**config.mk**
```make
export PLATFORM = sky130hd
export DESIGN_NAME = grid_cursor_ctrl
export DESIGN_NICKNAME = d
export VERILOG_FILES = /design/src/rtl/grid_pkg.sv /design/src/rtl/edge_rise.sv /design/src/rtl/grid_cursor_ctrl.sv
export SDC_FILE = /design/constraint.sdc
export NUM_CORES = 1
export LEC_CHECK = 0
export ABC_CLOCK_PERIOD_IN_PS = 6200
export BUFFER_PORTS_ARGS = -buffer_cell sky130_fd_sc_hd__buf_2
export CAP_MARGIN = 20
export CORE_MARGIN = 5
export CORE_UTILIZATION = 40
export CTS_BUF_LIST = sky130_fd_sc_hd__clkbuf_4 sky130_fd_sc_hd__clkbuf_8
export CTS_CLUSTER_DIAMETER = 50
export CTS_CLUSTER_SIZE = 28
export DETAILED_ROUTE_END_ITERATION = 10
export PLACE_DENSITY = 0.7
export SETUP_SLACK_MARGIN = 0.5
export SKIP_LAST_GASP = 1
export SYNTH_ARGS = -nofsm -noshare
export SYNTH_HDL_FRONTEND = slang
export SYNTH_SLANG_ARGS = --single-unit
```
**constraint.sdc**
```tcl
create_clock -name clk -period 6.2 [get_ports clk]
set_clock_uncertainty 0.2 [all_clocks]
set_input_delay 0.62 -clock clk [delete_from_list [all_inputs] [get_ports clk]]
set_output_delay 0.62 -clock clk [all_outputs]
set_load 0.02 [all_outputs]
```
**src/rtl/grid_pkg.sv**
```systemverilog
// Shared types and helpers for the grid cursor board controller.
package grid_pkg;

    // Cell codes; the top zero-extends them to its configured cell width.
    typedef enum logic [1:0] {
        EMPTY = 2'd0,
        P1    = 2'd1,
        P2    = 2'd2
    } cell_t;

    // Game phase: marks accepted in PLAY, only cursor moves in FULL.
    typedef enum logic {
        PLAY = 1'b0,
        FULL = 1'b1
    } state_t;

    // Modular step used for linear, backward and row-wise cursor wrap.
    function automatic int unsigned wrap_inc(input int unsigned value,
                                             input int unsigned step,
                                             input int unsigned modulus);
        return (value + step) % modulus;
    endfunction

endpackage

```
**src/rtl/edge_rise.sv**
```systemverilog
// Rising-edge detector: one-cycle pulse when a level input goes 0 -> 1.
module edge_rise (
    input  logic clk,
    input  logic rst,
    input  logic in,
    output logic pulse
);

    logic prev;

    // Remember the previous sample; cleared by reset so a held level re-fires.
    always_ff @(posedge clk or negedge rst) begin
        if (!rst) begin
            prev <= 1'b0;
        end else begin
            prev <= in;
        end
    end

    assign pulse = in & ~prev;

endmodule

```
**src/rtl/grid_cursor_ctrl.sv**
```systemverilog
// Board controller: ROWS x COLS cell array, 2-D wrapping cursor,
// alternating player marks, move counter and board-full tracking.
module grid_cursor_ctrl
    import grid_pkg::*;
#(
    parameter  int ROWS   = 4,
    parameter  int COLS   = 4,
    parameter  int CELL_W = 4,
    localparam int N      = ROWS * COLS,
    localparam int IDX_W  = $clog2(N),
    localparam int CNT_W  = $clog2(N + 1)
) (
    input  logic                clk,
    input  logic                rst,
    input  logic                move,
    input  logic                move_back,
    input  logic                move_down,
    input  logic                select,
    input  logic                clear,
    output logic [N*CELL_W-1:0] cells,
    output logic [IDX_W-1:0]    cursor,
    output logic                player,
    output logic [CNT_W-1:0]    counter,
    output logic                full,
    output logic                reject
);

    logic move_p, back_p, down_p, select_p, clear_p;

    edge_rise u_edge_move   (.clk(clk), .rst(rst), .in(move),      .pulse(move_p));
    edge_rise u_edge_back   (.clk(clk), .rst(rst), .in(move_back), .pulse(back_p));
    edge_rise u_edge_down   (.clk(clk), .rst(rst), .in(move_down), .pulse(down_p));
    edge_rise u_edge_select (.clk(clk), .rst(rst), .in(select),    .pulse(select_p));
    edge_rise u_edge_clear  (.clk(clk), .rst(rst), .in(clear),     .pulse(clear_p));

    state_t            state, state_next;
    logic [CELL_W-1:0] board      [N];
    logic [CELL_W-1:0] board_next [N];
    logic [IDX_W-1:0]  cursor_next;
    logic              player_next;
    logic [CNT_W-1:0]  counter_next;
    logic              reject_next;

    int unsigned cur_row, cur_col;

    assign cur_row = 32'(cursor) / COLS;
    assign cur_col = 32'(cursor) % COLS;

    // State and datapath registers; reset empties the board immediately.
    always_ff @(posedge clk or negedge rst) begin
        if (!rst) begin
            state   <= PLAY;
            cursor  <= '0;
            player  <= 1'b0;
            counter <= '0;
            reject  <= 1'b0;
            for (int i = 0; i < N; i++) begin
                board[i] <= '0;
            end
        end else begin
            state   <= state_next;
            cursor  <= cursor_next;
            player  <= player_next;
            counter <= counter_next;
            reject  <= reject_next;
            for (int i = 0; i < N; i++) begin
                board[i] <= board_next[i];
            end
        end
    end

    // Next-state logic: only the highest-priority event of the cycle acts.
    always_comb begin
        state_next   = state;
        cursor_next  = cursor;
        player_next  = player;
        counter_next = counter;
        reject_next  = 1'b0;
        board_next   = board;

        if (clear_p) begin
            for (int i = 0; i < N; i++) begin
                board_next[i] = '0;
            end
            cursor_next  = '0;
            player_next  = 1'b0;
            counter_next = '0;
            state_next   = PLAY;
        end else if (select_p) begin
            if (state == PLAY && board[cursor] == CELL_W'(EMPTY)) begin
                board_next[cursor] = player ? CELL_W'(P2) : CELL_W'(P1);
                player_next        = ~player;
                counter_next       = counter + CNT_W'(1);
                if (counter_next == CNT_W'(N)) begin
                    state_next = FULL;
                end
            end else begin
                reject_next = 1'b1;
            end
        end else if (move_p) begin
            cursor_next = IDX_W'(wrap_inc(32'(cursor), 1, N));
        end else if (back_p) begin
            cursor_next = IDX_W'(wrap_inc(32'(cursor), N - 1, N));
        end else if (down_p) begin
            cursor_next = IDX_W'(wrap_inc(cur_row, 1, ROWS) * COLS + cur_col);
        end
    end

    assign full = (state == FULL);

    // Flatten the board array onto the renderer bus.
    for (genvar g = 0; g < N; g++) begin : g_flat
        assign cells[g*CELL_W +: CELL_W] = board[g];
    end

endmodule

```
==> impl_results.md <==
- Hold WC Path Type: input port to async pin
- Longest Clk Path Bufs: 2
- Post_cts resized: 0
- Clk sink count: 49
- Final wirelength: 6400 um
- Most used DFF post-synth: dfrtp_1
- Post-synth EDFFs: 0
- Wirelength per Cell: 14.9 um
- Max-cap violations: 0
- Final Hold Fails: 0
- DRC: 0
- Actual slew at the worst max-slew pin: 0.756 ns
- # nets final: 348
- Yosys Warn Count: 0
- Max-slew headroom: 49.5%
- TNS Setup: 0 ns
- CP Max Fanout: 24
- Seq pwr share: 40.8%
- DP HPWL: 4770 um
- Post-CTS setup buffers: 0
- Most frequent cells in the layout: buf_2, dfrtp_1, nand2_1
- Htree depth: 2
- Initial DRC Count: 160
- Period minus WS final: 2.62 ns
- Area delta synth->final: 9.76%
- Starting Density: 41.6%
- Cell Rows: 30
- Syn Area/Cell: 9.97 um2
- Register area share after synthesis: 42.7%
- Tot Pwr: 0.00104 W
- Die ar.: 8970 um2
- Status: completed
- Clock share of power: 19.7%
- Sw Pwr: 0.000440 W
- Leak pwr: 1.73 nW
- Post-synth top area cell: dfrtp_1
- Peak VDD IR: 143 uV
- CP bufs+invs: 0
- RePlAce Congestion: 0.812
- Final period util: 42.2%
- Number of global-route vias before repair: 2,028
- CP max stage delay: 0.65 ns
- FMAX: 382 MHz
- PD cells: 331 nW/um2
- Post-DRT Antenna Nets: 0
- Share of the synthesized area in the top cell type: 42.7%
- Worst Setup End Kind: flip-flop
- Sw Share: 42.2%
- Clock transition at path regs: 0.09 ns
- Netlist cell types: 41
- CP Cell Sequence: or2_2 > o221ai_1 > a211oi_1 > o2111a_4 > nand3_1 > mux2i_1
- Antenna diodes: 0
- Die Y-Extent: 94.7 um
- Mapped Area: 2870 um2
- Most common cell after layout, fill and taps aside: buf_2
- Combinational group share of total power: 39.5%
- Worst EP required: 6.15 ns
- Drt first pass iters: 4
- Largest net degree at the start of global routing: 50
- I/O Buffers: 50
- CTS tree: yes
- # IOs: 83
- Asr flop ratio synth: 100%
- Antenna violations before repair: 0
- RSZ-0062 raised after global routing: false
- DR vias/cell: 4.91
- Slowest CP cell: dfrtp_1
- Overall Global Routing Usage: 14.8%
- Finish-stage setup viols: 0
- WP data arrival: 2.57 ns
- Crit-path leading delay family: compound AO/OA/AOI/OAI gates
- Synth Register Bits: 49
- Top cells by area, synth: dfrtp_1, mux2i_1, buf_4, nand2_1, nand3_2
- DR vias: 2,108
- First-pass GRT wire length: 10,400 um
- P_int: 0.000602 W
- Clk Tree Root Cell: clkbuf_8
- Core area: 6910 um2
- Total grt overflow: 0
- Layout fillers: 682
- Die width: 94.7 um
- Num CTS Buffers: 5
- Synthesized netlist cell count: 288
- Setup CP Type: flip-flop to flip-flop
- Hold_buf cts: 0
- Type of origin of the critical path: flip-flop
- Share of cells above drive strength 1: 23.7%
- Worst-skew pair later-pin latency: 0.30 ns
- Slew Limit Fails: 0
sequential cells by signal, summed over array words and instances (netlist names):
signal / cells
counter: 5
cursor: 4
cells: 32
u_edge_clear.prev: 1
u_edge_back.prev: 1
player: 1
u_edge_move.prev: 1
u_edge_select.prev: 1
u_edge_down.prev: 1
full: 1
reject: 1
stage by stage:
stage               cell area (um2)  utilization (%)  hold WS, ns  instances  setup slack (ns)
floorplan                      2990                -        0.124        319              3.90
global placement               3030             43.9        0.332        420              3.68
detailed placement             3030             43.9        0.345        420              3.61
CTS                            3130             45.3        0.226        428              3.60
global route                   3150             45.6       0.0870        429              3.41
finish                         3150             45.6       0.0682        429              3.58
area by class of cell:
class	instances	area [um2]	area share, %
well taps	96	120	3.81
flip-flops and latches	49	1230	38.9
inverters	7	26.3	0.834
clock buffers	7	96.3	3.06
repair buffers	52	278	8.82
multi-input cells	217	1400	44.4
clock inverters	1	5.00	0.159
worst register-to-register path, stage by stage, from the launching register on:
cell and delay (ns):
dfrtp_1 0.65, or2_2 0.21, o221ai_1 0.12, a211oi_1 0.44, o2111a_4 0.48, nand3_1 0.21
mux2i_1 0.15
synthesized netlist by cell type, types with 4 or more instances:
library cell and count:
dfrtp_1 49, nand2_1 42, mux2i_1 34, buf_4 32, nor2_1 21, nand3_2 13
nor3_1 10, ha_1 9, clkbuf_1 8, nand2b_1 8, inv_1 7, a21oi_1 6
nand3_1 6, nor2b_1 4, xnor2_1 4
cells by family (layout without fill, tap and decap cells):
group | after synthesis | count (layout) | share of synthesized area, %
simple gates | 110 | 110 | 19.8
buf+inv | 53 | 67 | 12.6
flops | 49 | 49 | 42.7
mux | 34 | 34 | 11.9
compound gates | 27 | 27 | 7.46
fa+ha+maj | 9 | 9 | 3.92
xor+xnor | 5 | 5 | 1.53
other cells | 1 | 32 | 0.131
power by group through the flow:
stage / clock, W / sequential [W] / combinational [W]
3_3_place_gp: 0 / 0.000430 / 0.000407
5_1_grt: 0.000226 / 0.000437 / 0.000455
4_1_cts: 0.000211 / 0.000426 / 0.000413
6_report: 0.000205 / 0.000426 / 0.000412
2_1_floorplan: 0 / 0.000453 / 0.000306
3_5_place_dp: 0 / 0.000432 / 0.000413
per-layer routing:
| metal | track usage [%] | wire length, um | vias up |
|---|---|---|---|
| met5 | 0 | 0 | - |
| met4 | 3.61 | 67 | 0 |
| met3 | 3.51 | 409 | 7 |
| met2 | 23.4 | 2950 | 64 |
| met1 | 20.6 | 2970 | 1034 |
| li1 | - | - | 1003 |
final timing paths:
check / start / endpoint / slack [ns] / depth (start not counted)
setup / recovery: cursor[1]$_DFFE_PN0P_ / cells[28]$_DFFE_PN0P_ / 3.58 / 6
hold / removal: rst / cells[12]$_DFFE_PN0P_ / 0.07 / 1
setup reg to reg: cursor[1]$_DFFE_PN0P_ / cells[28]$_DFFE_PN0P_ / 3.58 / 6
max in group asynchronous: rst / cursor[0]$_DFFE_PN0P_ / 5.20 / 2
min in group clk: move / u_edge_move.prev$_DFF_PN0_ / 0.23 / 1
hold reg to reg: cells[44]$_DFFE_PN0P_ / cells[44]$_DFFE_PN0P_ / 0.35 / 2
Power figures use the tool's default switching activity.
